==> src/rtl/eth_frame_serializer.sv <==
// Flattens one Ethernet header plus its payload stream into a single AXI-Stream byte frame,
// optionally zero-padding short payloads up to MIN_PAYLOAD bytes.
module eth_frame_serializer #(
    parameter bit          PAD_ENABLE  = 1'b1,
    parameter int unsigned MIN_PAYLOAD = 46
) (
    input  logic        clk,
    input  logic        rst,
    input  logic        s_eth_hdr_valid,
    output logic        s_eth_hdr_ready,
    input  logic [47:0] s_eth_dest_mac,
    input  logic [47:0] s_eth_src_mac,
    input  logic [15:0] s_eth_type,
    input  logic [7:0]  s_eth_payload_axis_tdata,
    input  logic        s_eth_payload_axis_tvalid,
    output logic        s_eth_payload_axis_tready,
    input  logic        s_eth_payload_axis_tlast,
    input  logic        s_eth_payload_axis_tuser,
    output logic [7:0]  m_axis_tdata,
    output logic        m_axis_tvalid,
    input  logic        m_axis_tready,
    output logic        m_axis_tlast,
    output logic        m_axis_tuser,
    output logic        busy
);

    localparam int unsigned HDR_W     = 112;
    localparam int unsigned HCNT_W    = 4;
    localparam int unsigned PCNT_W    = 8;
    localparam logic [HCNT_W-1:0] HDR_LAST  = HCNT_W'(13);
    localparam logic [PCNT_W:0]   MIN_P     = (PCNT_W+1)'(MIN_PAYLOAD);

    typedef enum logic [1:0] {IDLE, HEADER, PAYLOAD, PAD} state_t;

    state_t              state, state_nxt;
    logic [HDR_W-1:0]    hdr_sr, hdr_sr_nxt;
    logic [HCNT_W-1:0]   hdr_cnt, hdr_cnt_nxt;
    logic [PCNT_W-1:0]   pay_cnt, pay_cnt_nxt, pay_cnt_sat;
    logic [PCNT_W:0]     pay_cnt_inc;
    logic                tuser_lat, tuser_lat_nxt;
    logic [7:0]          tdata_nxt;
    logic                tvalid_nxt, tlast_nxt, tuser_nxt;
    logic                load_en;

    assign load_en                   = !m_axis_tvalid || m_axis_tready;
    assign s_eth_hdr_ready           = (state == IDLE);
    assign busy                      = (state != IDLE);
    assign s_eth_payload_axis_tready = (state == PAYLOAD) && load_en;
    assign pay_cnt_inc               = {1'b0, pay_cnt} + (PCNT_W+1)'(1);
    assign pay_cnt_sat               = (pay_cnt == '1) ? pay_cnt : pay_cnt_inc[PCNT_W-1:0];

    // Next-state and next output-register contents
    always_comb begin
        state_nxt     = state;
        hdr_sr_nxt    = hdr_sr;
        hdr_cnt_nxt   = hdr_cnt;
        pay_cnt_nxt   = pay_cnt;
        tuser_lat_nxt = tuser_lat;
        tdata_nxt     = m_axis_tdata;
        tvalid_nxt    = m_axis_tvalid && !m_axis_tready;
        tlast_nxt     = m_axis_tlast;
        tuser_nxt     = m_axis_tuser;

        case (state)
            IDLE: begin
                if (s_eth_hdr_valid) begin
                    hdr_sr_nxt  = {s_eth_dest_mac, s_eth_src_mac, s_eth_type};
                    hdr_cnt_nxt = '0;
                    pay_cnt_nxt = '0;
                    state_nxt   = HEADER;
                end
            end
            HEADER: begin
                if (load_en) begin
                    tdata_nxt   = hdr_sr[HDR_W-1 -: 8];
                    tvalid_nxt  = 1'b1;
                    tlast_nxt   = 1'b0;
                    tuser_nxt   = 1'b0;
                    hdr_sr_nxt  = {hdr_sr[HDR_W-9:0], 8'h00};
                    hdr_cnt_nxt = hdr_cnt + HCNT_W'(1);
                    if (hdr_cnt == HDR_LAST) begin
                        state_nxt = PAYLOAD;
                    end
                end
            end
            PAYLOAD: begin
                if (load_en && s_eth_payload_axis_tvalid) begin
                    tdata_nxt   = s_eth_payload_axis_tdata;
                    tvalid_nxt  = 1'b1;
                    tlast_nxt   = 1'b0;
                    tuser_nxt   = 1'b0;
                    pay_cnt_nxt = pay_cnt_sat;
                    if (s_eth_payload_axis_tlast) begin
                        // Short frames finish through PAD, carrying the error flag to the final pad byte
                        if (PAD_ENABLE && (pay_cnt_inc < MIN_P)) begin
                            tuser_lat_nxt = s_eth_payload_axis_tuser;
                            state_nxt     = PAD;
                        end else begin
                            tlast_nxt = 1'b1;
                            tuser_nxt = s_eth_payload_axis_tuser;
                            state_nxt = IDLE;
                        end
                    end
                end
            end
            PAD: begin
                if (load_en) begin
                    tdata_nxt   = 8'h00;
                    tvalid_nxt  = 1'b1;
                    tlast_nxt   = 1'b0;
                    tuser_nxt   = 1'b0;
                    pay_cnt_nxt = pay_cnt_sat;
                    if (pay_cnt_inc == MIN_P) begin
                        tlast_nxt = 1'b1;
                        tuser_nxt = tuser_lat;
                        state_nxt = IDLE;
                    end
                end
            end
            default: state_nxt = IDLE;
        endcase
    end

    always_ff @(posedge clk or posedge rst) begin
        if (rst) begin
            state         <= IDLE;
            hdr_sr        <= '0;
            hdr_cnt       <= '0;
            pay_cnt       <= '0;
            tuser_lat     <= 1'b0;
            m_axis_tdata  <= '0;
            m_axis_tvalid <= 1'b0;
            m_axis_tlast  <= 1'b0;
            m_axis_tuser  <= 1'b0;
        end else begin
            state         <= state_nxt;
            hdr_sr        <= hdr_sr_nxt;
            hdr_cnt       <= hdr_cnt_nxt;
            pay_cnt       <= pay_cnt_nxt;
            tuser_lat     <= tuser_lat_nxt;
            m_axis_tdata  <= tdata_nxt;
            m_axis_tvalid <= tvalid_nxt;
            m_axis_tlast  <= tlast_nxt;
            m_axis_tuser  <= tuser_nxt;
        end
    end

endmodule

==> config.mk <==
export PLATFORM = sky130hd
export DESIGN_NAME = eth_frame_serializer
export DESIGN_NICKNAME = d
export VERILOG_FILES = /design/src/rtl/eth_frame_serializer.sv
export SDC_FILE = /design/constraint.sdc
export NUM_CORES = 1
export LEC_CHECK = 0
export BUFFER_PORTS_ARGS = -buffer_cell sky130_fd_sc_hd__buf_4
export CAP_MARGIN = 20
export CORE_ASPECT_RATIO = 1.1
export CORE_MARGIN = 4
export CORE_UTILIZATION = 55
export DETAILED_ROUTE_END_ITERATION = 16
export PLACE_DENSITY_LB_ADDON = 0.12
export SYNTH_ARGS = -nofsm -noshare
export SYNTH_HDL_FRONTEND = slang
export SYNTH_SLANG_ARGS = --single-unit
==> constraint.sdc <==
create_clock -name clk -period 6.7 [get_ports clk]
set_clock_uncertainty 0.05 [all_clocks]
set_input_delay 2.01 -clock clk [delete_from_list [all_inputs] [get_ports clk]]
set_output_delay 2.01 -clock clk [all_outputs]
set_load 0.01 [all_outputs]
=== After elaboration in Yosys (flattened, before gate mapping) ===
Index checks and enable logic that the tools add are counted.

* Add/sub/neg operators: 2
* $lt $le $gt $ge: 1
* Equality and inequality tests: 13
* Mux-type cells: 40
* Reduce and logical (&&, ||, !) cells: 17

{| class="wikitable"
|+ Operators with widths
! operator !! count
|-
| 112-bit two-way mux || 2
|-
| 112-bit case mux with 2 select lines || 1
|-
| 8-bit two-way mux || 7
|-
| 8-bit case mux with 3 select lines || 2
|-
| 2-bit two-way mux || 8
|-
| 1-bit two-way mux || 13
|-
| 2-bit inequality test, second input constant || 6
|-
| 4-bit AND reduction || 3
|-
| 8-bit by 1-bit adder with 9-bit output, second input constant || 1
|-
| 9-bit by 6-bit equality test with 1-bit output, second input constant || 1
|-
| 9-bit by 6-bit less-than comparator with 1-bit output, second input constant || 1
|-
| 8-bit equality test, second input constant || 1
|-
| 4-bit two-way mux || 2
|-
| 2-bit case mux with 4 select lines || 1
|-
| 4-bit case mux with 2 select lines || 1
|-
| 7-bit AND reduction || 1
|-
| 1-bit case mux with 3 select lines || 2
|-
| 3-bit nonzero test || 2
|-
| 4-bit by 1-bit adder with 4-bit output, second input constant || 1
|-
| 2-bit equality test, second input constant || 2
|-
| 4-bit equality test, second input constant || 1
|-
| 2-bit nonzero test || 2
|-
| 1-bit logical AND || 3
|-
| 3-bit AND reduction || 1
|-
| 7 further kinds || 8
|}

* Register bits after elaboration: 138
* Input bits: 127
* Output and inout port bits: 14
* Word-level logic and storage cells: 82

=== Logic depth before layout (Yosys ltp) ===
* Depth in word-level cells: 6
* Mapped depth: 9
* Mapped depth without buffers: 8

=== Worst setup path before layout ===
Ideal clock, no wire load.

* Kind: input-to-output
* Start: input m_axis_tready
* End: output s_eth_payload_axis_tready
* Arrival: 2.482 ns
* Data required time: 4.640 ns
* Slack: 2.158 ns
* Stages on the path: 3
* Buffers on the path: 0
* Cell sequence: or2b_2 > nand2_1 > nor2_1

* Cells in the longest elaborated chain, start to end: 2

{| class="wikitable"
|+ Ends and longest elaborated chain
! element !! RTL line !! text
|-
| start, declared || 21 || <nowiki>input logic m_axis_tready,</nowiki>
|-
| 1-bit logical OR || 45 || <nowiki>assign load_en = !m_axis_tvalid || m_axis_tready;</nowiki>
|-
| 1-bit logical AND || 48 || <nowiki>assign s_eth_payload_axis_tready = (state == PAYLOAD) && load_en;</nowiki>
|-
| end, declared || 16 || <nowiki>output logic s_eth_payload_axis_tready,</nowiki>
|}

Every way passes these cells.

=== Worst setup path after layout ===
Same ends and word-level chain as after synthesis.

==> reports/qor.txt <==
Routability cong.: 0.895
Switching Fraction: 36.4%
Post-DRT Antenna Nets: 0
Clk pin slew, worst setup/hold paths: 0.05 ns
Multi-input gate area in the final layout: 0.00293 mm2
First-pass iteration count of the detailed router: 5
Gr usage total: 22.7%
CTS tree: built
Root Driver: clkbuf_16
Clock latency on the worst-skew pair: 0.41 ns
Status: finished clean
Fin Setup TNS: 0 ns
F_max: 207 MHz
Yosys top cell area share: 52.1%
Post-synthesis sequential area ratio: 52.1%
Synth-to-layout area growth: 24.9%
Max-slew violation count: 0
Ports: 141
Global-route wire length before repair: 25.2 mm
Clk pwr share: 24.4%
Worst EP arrival: 2.78 ns
Gate power share: 35.9%
Post-route DRC: 0
Overall die width: 113 um
Hpwl dp: 10.6 mm
R2R Setup Slk: 3.65 ns
Worst VDD drop: 0.322 mV
Drt total wl: 15.1 mm
Largest net degree at the start of global routing: 220
Syn Area/Cell: 10.2 um2
Final setup viols: 0
Synth top cells by count: 138 x dfrtp_1, 120 x nand2_1, 118 x o21ai_0
Initial antenna violation count: 0
Max Cap Viol: 0
Share of post-route cells with drive strength above 1: 24.7%
Vias post-DR: 5074
Sequential cell area: 0.00345 mm2
Switching power of the nets: 1.31 mW
Synthesis-stage register bit count: 138
Sequential share of power: 39.7%
Most frequent cell after synthesis: dfrtp_1
Setup bufs post-CTS: 0
Initial core utilization: 56.9%
Worst-Margin Slew: 0.837 ns
Fin cells: 934
Final Hold Viols: 0
Die Ht: 123 um
Fin crit period: 4.84 ns
Detailed router's first-iteration violation count: 289
Hold WC Path Type: reg2reg
Via/cell ratio: 5.43
Required @ worst endpoint: 4.64 ns
Clock buffer depth: 2
CTS Hold Bufs: 0
Htree depth: 4
Pwr/cell area: 437 mW/mm2
Max stage delay on crit path: 0.34 ns
Core Footprint: 0.0116 mm2
Total CTS buffers: 17
Ant. Diodes: 0
Clock sinks: 138
Final period util: 72.2%
Total power: 3.61 mW
Post-synth cell types: 51
Synth Flop Type: dfrtp_1
Synth Warn #: 0
PostCTS Resize Cnt: 0
Crit end category: primary output
Die Footprint: 0.0139 mm2
Crit Path Class: in2out
Synth area leaders: dfrtp_1 52%, mux2i_1 16%, o21ai_0 8.9%
CP Launch Type: input pin
Port Buf Inserts: 140
Post-Syn Area: 0.00662 mm2
Nets@finish: 902
Cells after synthesis: 652
Pint: 2.30 mW
WHS: 0.426 ns
P_leak: 3.99 nW
Relative slew slack: 44.0%
Rows: 41
WL per Instance: 16.1 um
Syn nets: 783
Max Fanout on Critical Path: 5
Crit path top cell by count: buf_4
Critical-path top delay cell: or2b_2
RSZ-0062 raised after global routing: false
Async SR Flop Fraction: 100%
FILL cells: 868
Post-synth EDFFs: 0
Vias in the first global route: 5269
DP Cell Count: 902
Gr ovfl total: 0
Largest area contributor in the synthesized netlist: dfrtp_1
CP Cell Sequence: buf_4 > or2b_2 > nand2_1 > nor2_1 > buf_4
==> metal layers <==
layer | vias to the layer above | global-route usage, % | wire length (um)
met5 | - | 0 | 0
met4 | 0 | 7.89 | 254
met3 | 23 | 5.82 | 946
met2 | 145 | 39.0 | 7670
met1 | 2389 | 28.2 | 6210
li1 | 2517 | - | -
==> power groups by stage <==
stage / sequential, mW / clock [mW] / combinational (mW)
after floorplan: 1.38 / 0 / 1.01
after global placement: 1.43 / 0 / 1.25
after detailed placement: 1.44 / 0 / 1.31
after CTS: 1.43 / 0.896 / 1.32
after global routing: 1.48 / 0.932 / 1.48
final: 1.43 / 0.882 / 1.30
==> kinds of logic after synthesis <==
logic type / synth area share (%)
mux: 16.3
simple gates: 11.9
xor+xnor: 0.529
buf+inv: 3.95
compound gates: 14.4
fa+ha+maj: 0.756
flops: 52.1
==> sequential cells by signal, summed over array words and instances, names as in the netlist <==
signal and count:
m_axis_tlast 1, m_axis_tdata 8, m_axis_tuser 1, hdr_sr 112, pay_cnt 8, state 2
m_axis_tvalid 1, hdr_cnt 4, tuser_lat 1
==> area by class of cell <==
type	count	area share, %
sequential	138	41.8
clock inverter	13	1.45
timing repair buffer	144	13.2
clock buffer	19	5.36
inverter	11	0.560
tap	150	2.27
multi-input combinational	459	35.4
==> cell usage in the layout (no fill, tap or decap), drive strengths merged, types with 3 or more instances in the layout <==
cell type  netlist  routed
and2             3       3
clkinvlp         0       3
a21oi            9       9
o31ai            5       5
o21ai          119     119
nand2          120     120
nor2b            5       5
clkinv           0       7
nand3            3       3
a31oi            5       5
inv             11      13
clkbuf          14      19
a221oi           7       7
a22o             8       8
dfrtp          138     138
buf             30     144
mux2i          106     106
ha               4       4
nor2            34      34
==> metrics by stage <==
step                      setup slack [ns]  cell area (um2)  util, %
after floorplan                      0.944             6620        -
after global placement                1.89             7710     66.2
after detailed placement              1.87             7710     66.2
after CTS                             1.87             8270     71.0
after global routing                  1.82             8270     71.0
final                                 1.86             8270     71.0
==> worst max-delay path, delay by kind of cell <==
family,cells,cell delay (ns)
buffers and inverters,2,0.27
AND/OR/NAND/NOR,3,0.50
==> worst paths after layout <==
kind | start | endpoint | depth (start not counted)
worst max-delay path | m_axis_tready | s_eth_payload_axis_tready | 5
worst min-delay path | hdr_sr[70]$_DFFE_PP0P_ | hdr_sr[70]$_DFFE_PP0P_ | 2
worst max register to register | state[1]$_DFFE_PP0P_ | hdr_sr[88]$_DFFE_PP0P_ | 7
worst min register to register | hdr_sr[70]$_DFFE_PP0P_ | hdr_sr[70]$_DFFE_PP0P_ | 2
max in group asynchronous | rst | hdr_sr[62]$_DFFE_PP0P_ | 3
min in group asynchronous | rst | hdr_sr[10]$_DFFE_PP0P_ | 2
Power figures use the tool's default switching activity.
